--- src/rtl/ex_mem_pipe_reg.sv ---
// ex_mem_pipe_reg
//   EX->MEM pipeline register with valid/ready handshaking, synchronous
//   flush and bubble insertion. It also exports a forwarding tap for the
//   hazard unit and a saturating back-pressure counter.
//
//   Build option: define EX_MEM_SKID_EN to add a one-entry skid buffer.
//   With the skid buffer, in_ready is a register output, so there is no
//   combinational path from out_ready to in_ready. Without it, in_ready is
//   ~out_valid | out_ready.
//
// Ports
//   Clk, Rst_n        clock (posedge) and asynchronous active-low reset
//   flush             kill every held entry at the next edge
//   in_valid/in_ready handshake from the EX stage
//   ctrl_in, pc_in, alu_result_in, rs2_data_in, rd_in
//                     incoming payload
//   out_valid/out_ready
//                     handshake to the MEM stage
//   ctrl_out          control to MEM, forced to 0 while out_valid=0
//   pc_out, alu_result_out, rs2_data_out, rd_out
//                     held payload
//   fwd_en, fwd_rd    forwarding tap (RegWrite, valid entry, rd != 0)
//   stall_cnt         saturating count of cycles with out_valid & ~out_ready
module ex_mem_pipe_reg #(
  parameter int DATA_W = 32,
  parameter int ADDR_W = 32,
  parameter int REG_AW = 5,
  parameter int CTRL_W = 8,
  parameter int RW_BIT = 0,
  parameter int CNT_W  = 16
) (
  input  logic              Clk,
  input  logic              Rst_n,
  input  logic              flush,
  input  logic              in_valid,
  output logic              in_ready,
  input  logic [CTRL_W-1:0] ctrl_in,
  input  logic [ADDR_W-1:0] pc_in,
  input  logic [DATA_W-1:0] alu_result_in,
  input  logic [DATA_W-1:0] rs2_data_in,
  input  logic [REG_AW-1:0] rd_in,
  output logic              out_valid,
  input  logic              out_ready,
  output logic [CTRL_W-1:0] ctrl_out,
  output logic [ADDR_W-1:0] pc_out,
  output logic [DATA_W-1:0] alu_result_out,
  output logic [DATA_W-1:0] rs2_data_out,
  output logic [REG_AW-1:0] rd_out,
  output logic              fwd_en,
  output logic [REG_AW-1:0] fwd_rd,
  output logic [CNT_W-1:0]  stall_cnt
);

  function automatic logic [CNT_W-1:0] sat_inc(input logic [CNT_W-1:0] v);
    return (&v) ? v : v + 1'b1;
  endfunction

  logic              vld_p1;
  logic [CTRL_W-1:0] ctrl_p1;
  logic [ADDR_W-1:0] pc_p1;
  logic [DATA_W-1:0] alu_p1;
  logic [DATA_W-1:0] rs2_p1;
  logic [REG_AW-1:0] rd_p1;
  logic              xfer_in;

  assign xfer_in = in_valid & in_ready;

`ifdef EX_MEM_SKID_EN
  logic              skid_vld_p0;
  logic [CTRL_W-1:0] skid_ctrl_p0;
  logic [ADDR_W-1:0] skid_pc_p0;
  logic [DATA_W-1:0] skid_alu_p0;
  logic [DATA_W-1:0] skid_rs2_p0;
  logic [REG_AW-1:0] skid_rd_p0;
  logic              load_main;

  // The main register is free when empty or draining this cycle.
  // Accepting input only while the skid is empty keeps in_ready registered.
  assign in_ready  = ~skid_vld_p0;
  assign load_main = ~vld_p1 | out_ready;

  // Stage boundary: EX / skid -> MEM register
  always_ff @(posedge Clk or negedge Rst_n) begin
    if (!Rst_n) begin
      vld_p1       <= 1'b0;
      ctrl_p1      <= '0;
      pc_p1        <= '0;
      alu_p1       <= '0;
      rs2_p1       <= '0;
      rd_p1        <= '0;
      skid_vld_p0  <= 1'b0;
      skid_ctrl_p0 <= '0;
      skid_pc_p0   <= '0;
      skid_alu_p0  <= '0;
      skid_rs2_p0  <= '0;
      skid_rd_p0   <= '0;
    end else if (flush) begin
      vld_p1      <= 1'b0;
      skid_vld_p0 <= 1'b0;
    end else if (load_main) begin
      // The skid entry is older than anything on the input, so it goes first.
      if (skid_vld_p0) begin
        vld_p1      <= 1'b1;
        ctrl_p1     <= skid_ctrl_p0;
        pc_p1       <= skid_pc_p0;
        alu_p1      <= skid_alu_p0;
        rs2_p1      <= skid_rs2_p0;
        rd_p1       <= skid_rd_p0;
        skid_vld_p0 <= 1'b0;
      end else if (xfer_in) begin
        vld_p1  <= 1'b1;
        ctrl_p1 <= ctrl_in;
        pc_p1   <= pc_in;
        alu_p1  <= alu_result_in;
        rs2_p1  <= rs2_data_in;
        rd_p1   <= rd_in;
      end else begin
        vld_p1 <= 1'b0;
      end
    end else if (xfer_in) begin
      skid_vld_p0  <= 1'b1;
      skid_ctrl_p0 <= ctrl_in;
      skid_pc_p0   <= pc_in;
      skid_alu_p0  <= alu_result_in;
      skid_rs2_p0  <= rs2_data_in;
      skid_rd_p0   <= rd_in;
    end
  end
`else
  logic xfer_out;

  assign in_ready = ~vld_p1 | out_ready;
  assign xfer_out = vld_p1 & out_ready;

  // Stage boundary: EX -> MEM register
  always_ff @(posedge Clk or negedge Rst_n) begin
    if (!Rst_n) begin
      vld_p1  <= 1'b0;
      ctrl_p1 <= '0;
      pc_p1   <= '0;
      alu_p1  <= '0;
      rs2_p1  <= '0;
      rd_p1   <= '0;
    end else if (flush) begin
      // Flush wins over a same-cycle capture; the payload may stay stale.
      vld_p1 <= 1'b0;
    end else if (xfer_in) begin
      vld_p1  <= 1'b1;
      ctrl_p1 <= ctrl_in;
      pc_p1   <= pc_in;
      alu_p1  <= alu_result_in;
      rs2_p1  <= rs2_data_in;
      rd_p1   <= rd_in;
    end else if (xfer_out) begin
      vld_p1 <= 1'b0;
    end
  end
`endif

  // Stage boundary: MEM-side back-pressure counter (flush does not clear it)
  always_ff @(posedge Clk or negedge Rst_n) begin
    if (!Rst_n) begin
      stall_cnt <= '0;
    end else if (vld_p1 & ~out_ready) begin
      stall_cnt <= sat_inc(stall_cnt);
    end
  end

  assign out_valid      = vld_p1;
  assign ctrl_out       = vld_p1 ? ctrl_p1 : '0;
  assign pc_out         = pc_p1;
  assign alu_result_out = alu_p1;
  assign rs2_data_out   = rs2_p1;
  assign rd_out         = rd_p1;
  assign fwd_en         = vld_p1 & ctrl_p1[RW_BIT] & (rd_p1 != '0);
  assign fwd_rd         = rd_p1;

endmodule

--- config.mk ---
export PLATFORM = sky130hd
export DESIGN_NAME = ex_mem_pipe_reg
export DESIGN_NICKNAME = d
export VERILOG_FILES = /design/src/rtl/ex_mem_pipe_reg.sv
export SDC_FILE = /design/constraint.sdc
export NUM_CORES = 1
export LEC_CHECK = 0
export CAP_MARGIN = 25
export CORE_MARGIN = 2
export CORE_UTILIZATION = 43
export CTS_CLUSTER_SIZE = 20
export DETAILED_ROUTE_END_ITERATION = 8
export PLACE_DENSITY = 0.95
export SYNTH_ARGS = -nofsm -noshare
export SYNTH_HDL_FRONTEND = slang
export SYNTH_SLANG_ARGS = --single-unit
--- constraint.sdc ---
create_clock -name Clk -period 3.75 [get_ports Clk]
set_input_delay 0.75 -clock Clk [delete_from_list [all_inputs] [get_ports Clk]]
set_output_delay 0.75 -clock Clk [all_outputs]
set_load 0.02 [all_outputs]
==> flow_summary_export.csv <==
group,metric,value,unit
run_status,status,"complete, no violations",
job,cap_violations,0,
yosys,syn_avg_cell_area,15.5,um^2
drt,wl_per_cell,17.6,um
clocking,clock_path_buffers,2,
setup_path,critPathLaunchType,"input port",
setup_path,critPathArrivalTime,2.11,ns
drt,first_pass_iters,4,
placed_design,pre_cts_slack,0.895,ns
clocking,cts_sinks,126,
setup_path,slowest_delay,0.61,ns
drt,via_per_inst,4.93,
final_layout,area_delta_synth_final,64.4,%
floorplan,num_rows,39,
sta,grt_setup_unrepaired,"false",
final_layout,nets,686,
clocking,insertion_delay,0.40,ns
setup_path,r2r_slack,1.61,ns
global_route,grt_usage,21.8,%
floorplan,die-area,0.0124,mm^2
sta,worst_slew_pin_slew,0.711,ns
yosys,synth-async-reset-ratio,100,%
drt,ant_nets,0,
drt,wl,12.8,mm
sta,fin_crit,2.86,ns
sta,finalSetupTns,0,ns
sta,finClkSkew,0.00988,ns
sta,report.final.slew_viol_count,0,
sta,hold_violations,0,
global_route,antenna_found_initial,0,
setup_path,cp_cell_sequence,"clkdlybuf4s50_1 > and2b_4 > inv_4 > clkdlybuf4s50_1",
setup_path,worstSetupPathType,"input port to output port",
setup_path,worstPathMaxFanout,8,
placed_design,place_congestion,0.851,
floorplan,die_h,111,um
yosys,yosys.cell_types.count,30,
power,power_frac_seq,37.7,%
global_route,grt_pass1_vias,4020,
setup_path,cp-end-kind,"output port",
floorplan,num_io_pins,247,
sta,hold_ws,0.396,ns
final_layout,stdcell_count,726,
power,clkPwrFrac,35.7,%
yosys,syn-cell-area,0.00494,mm^2
sta,setup_viol,0,
placed_design,dp_cells,695,
clocking,numCtsBuffers,17,
clocking,cts_root_buffer,"clkbuf_16",
sta,fmax,350,MHz
setup_path,crit_required,3.00,ns
power,vdd_ir_drop_max,0.294,mV
clocking,htreeDepth,4,
power,power.density,567,mW/mm^2
placed_design,place_area,0.00754,mm^2
placed_design,dpl.hpwl,9.50,mm
power,power_leakage,3.38,nW
yosys,synth_ff_type,"dfrtp_1",
yosys,ys_seq_area_share,63.8,%
sta,finalCritPeriodShare,76.3,%
setup_path,timing.critical_path.mode_cell,"clkdlybuf4s50_1",
drt,vias,3577,
final_layout,stdcell_area,0.00813,mm^2
clocking,postCtsSetupBuffers,0,
clocking,ctsResizeCount,0,
final_layout,final_util,71.8,%
yosys,syn_nets,435,
floorplan,initial_core_util,43.7,%
sta,relSlewSlack,52.2,%
power,p_total,4.61,mW
sta,setup_slack,0.891,ns
final_layout,n_antenna_cell,0,
power,p_switching,1.25,mW
power,internal-power,3.36,mW
min_path,min_path_type,"input port to async pin",
drt,drt_iter0_markers,151,
yosys,synth_edf_count,0,
clocking,cts.hold.buffers_added,0,
clocking,cts_tree,"yes",
yosys,syn_inst,320,
global_route,grt_max_degree,72,
final_layout,drive_gt1_share,25.0,%
floorplan,coreArea,0.0113,mm^2
power,sw_frac_of_total,27.1,%
clocking,clkSlewWorstSetupHoldPaths,0.05,ns
global_route,grt_overflow_total,0,
floorplan,die_x,111,um
yosys,synth_warnings,0,
drt,drc,0,
power,combPwrFrac,26.6,%
setup_path,cpMaxStageDelayCell,"clkdlybuf4s50_1",
placed_design,portBuffers,246,
global_route,grt_pass1_wl,21.1,mm
yosys,synth-seq-cells,126,
## layer usage
| metal | track usage [%] | part of all wire (%) |
|---|---|---|
| met1 | 24.5 | 37 |
| met2 | 38.9 | 54 |
| met3 | 6.89 | 7.1 |
| met4 | 8.23 | 2.0 |
| met5 | 0 | 0 |
## cell usage in the layout, fill, tap and decap left out, types with 3 or more instances in the layout
cell               n
and2_1             8
bufinv_16          3
clkbuf_1           4
clkbuf_16         17
clkbuf_8           3
clkdlybuf4s50_1  245
clkinv_2           4
dfrtp_1          126
mux2_1             3
mux2_2           108
nand2_1            5
nand3_1            5
nand4_1            3
nor2_1             6
nor3_1             7
xor2_1            11
## power groups by stage
stage / clock network [mW] / registers, mW / logic (mW)
4_1_cts: 1.68 / 1.74 / 1.24
6_report: 1.65 / 1.74 / 1.22
5_1_grt: 1.75 / 1.77 / 1.29
3_3_place_gp: 0 / 1.74 / 1.21
3_5_place_dp: 0 / 1.76 / 1.24
2_1_floorplan: 0 / 2.01 / 0.295
## flip-flops by register name, summed over array words and instances (netlist names)
| register | cells |
|---|---|
| pc_out | 32 |
| stall_cnt | 16 |
| ctrl_p1 | 8 |
| fwd_rd | 5 |
| out_valid | 1 |
| alu_result_out | 32 |
| rs2_data_out | 32 |
## final timing paths
path / startpoint / end / cells past startpoint
max in group asynchronous: Rst_n / alu_result_out[20]$_DFFE_PN0P_ / 2
worst max register to register: stall_cnt[0]$_DFFE_PN0P_ / stall_cnt[1]$_DFFE_PN0P_ / 5
worst max-delay path: out_ready / in_ready / 4
worst min-delay path: Rst_n / stall_cnt[14]$_DFFE_PN0P_ / 1
worst min register to register: ctrl_p1[7]$_DFFE_PN0P_ / ctrl_p1[7]$_DFFE_PN0P_ / 1
min in group Clk: ctrl_p1[7]$_DFFE_PN0P_ / ctrl_p1[7]$_DFFE_PN0P_ / 1
## Yosys cell counts (2+ instances only)
library cell  count  area, um^2
dfrtp_1         126        3150
mux2_2          108        1220
buf_2            12        60.1
xor2_1           11        96.3
and2_1            8        50.1
nor3_1            7        35.0
nor2_1            6        22.5
buf_4             5        37.5
nand2_1           5        18.8
nand3_1           5        25.0
mux2_1            3        33.8
nand4_1           3        18.8
nor2b_1           2        12.5
nor3b_1           2        15.0
o21a_1            2        15.0
## cell families (layout without fill, tap and decap cells)
group / after synthesis / in the layout / share of synthesized area [%]
AOI/OAI and AO/OA: 5 / 5 / 0.708
buffers and inverters: 18 / 281 / 2.10
muxes: 111 / 111 / 25.3
xor gates and xnor gates: 12 / 12 / 2.13
adders and majority gates: 1 / 1 / 0.253
DFF: 126 / 126 / 63.8
and+or+nand+nor: 47 / 47 / 5.77
## final cells by class
type | instances | area (um^2)
Inverter | 1 | 6.26
Clock buffer | 24 | 482
Clock inverter | 7 | 110
Tap cell | 143 | 179
Fill cell | 738 | 3190
Timing Repair Buffer | 249 | 2510
Sequential cell | 126 | 3150
Multi-Input combinational cell | 176 | 1690
## critical path, delay by kind of cell
kind                   cells  cell delay, ns
buffers and inverters      3            1.15
and+or+nand+nor            1            0.21
Power figures use the tool's default switching activity.
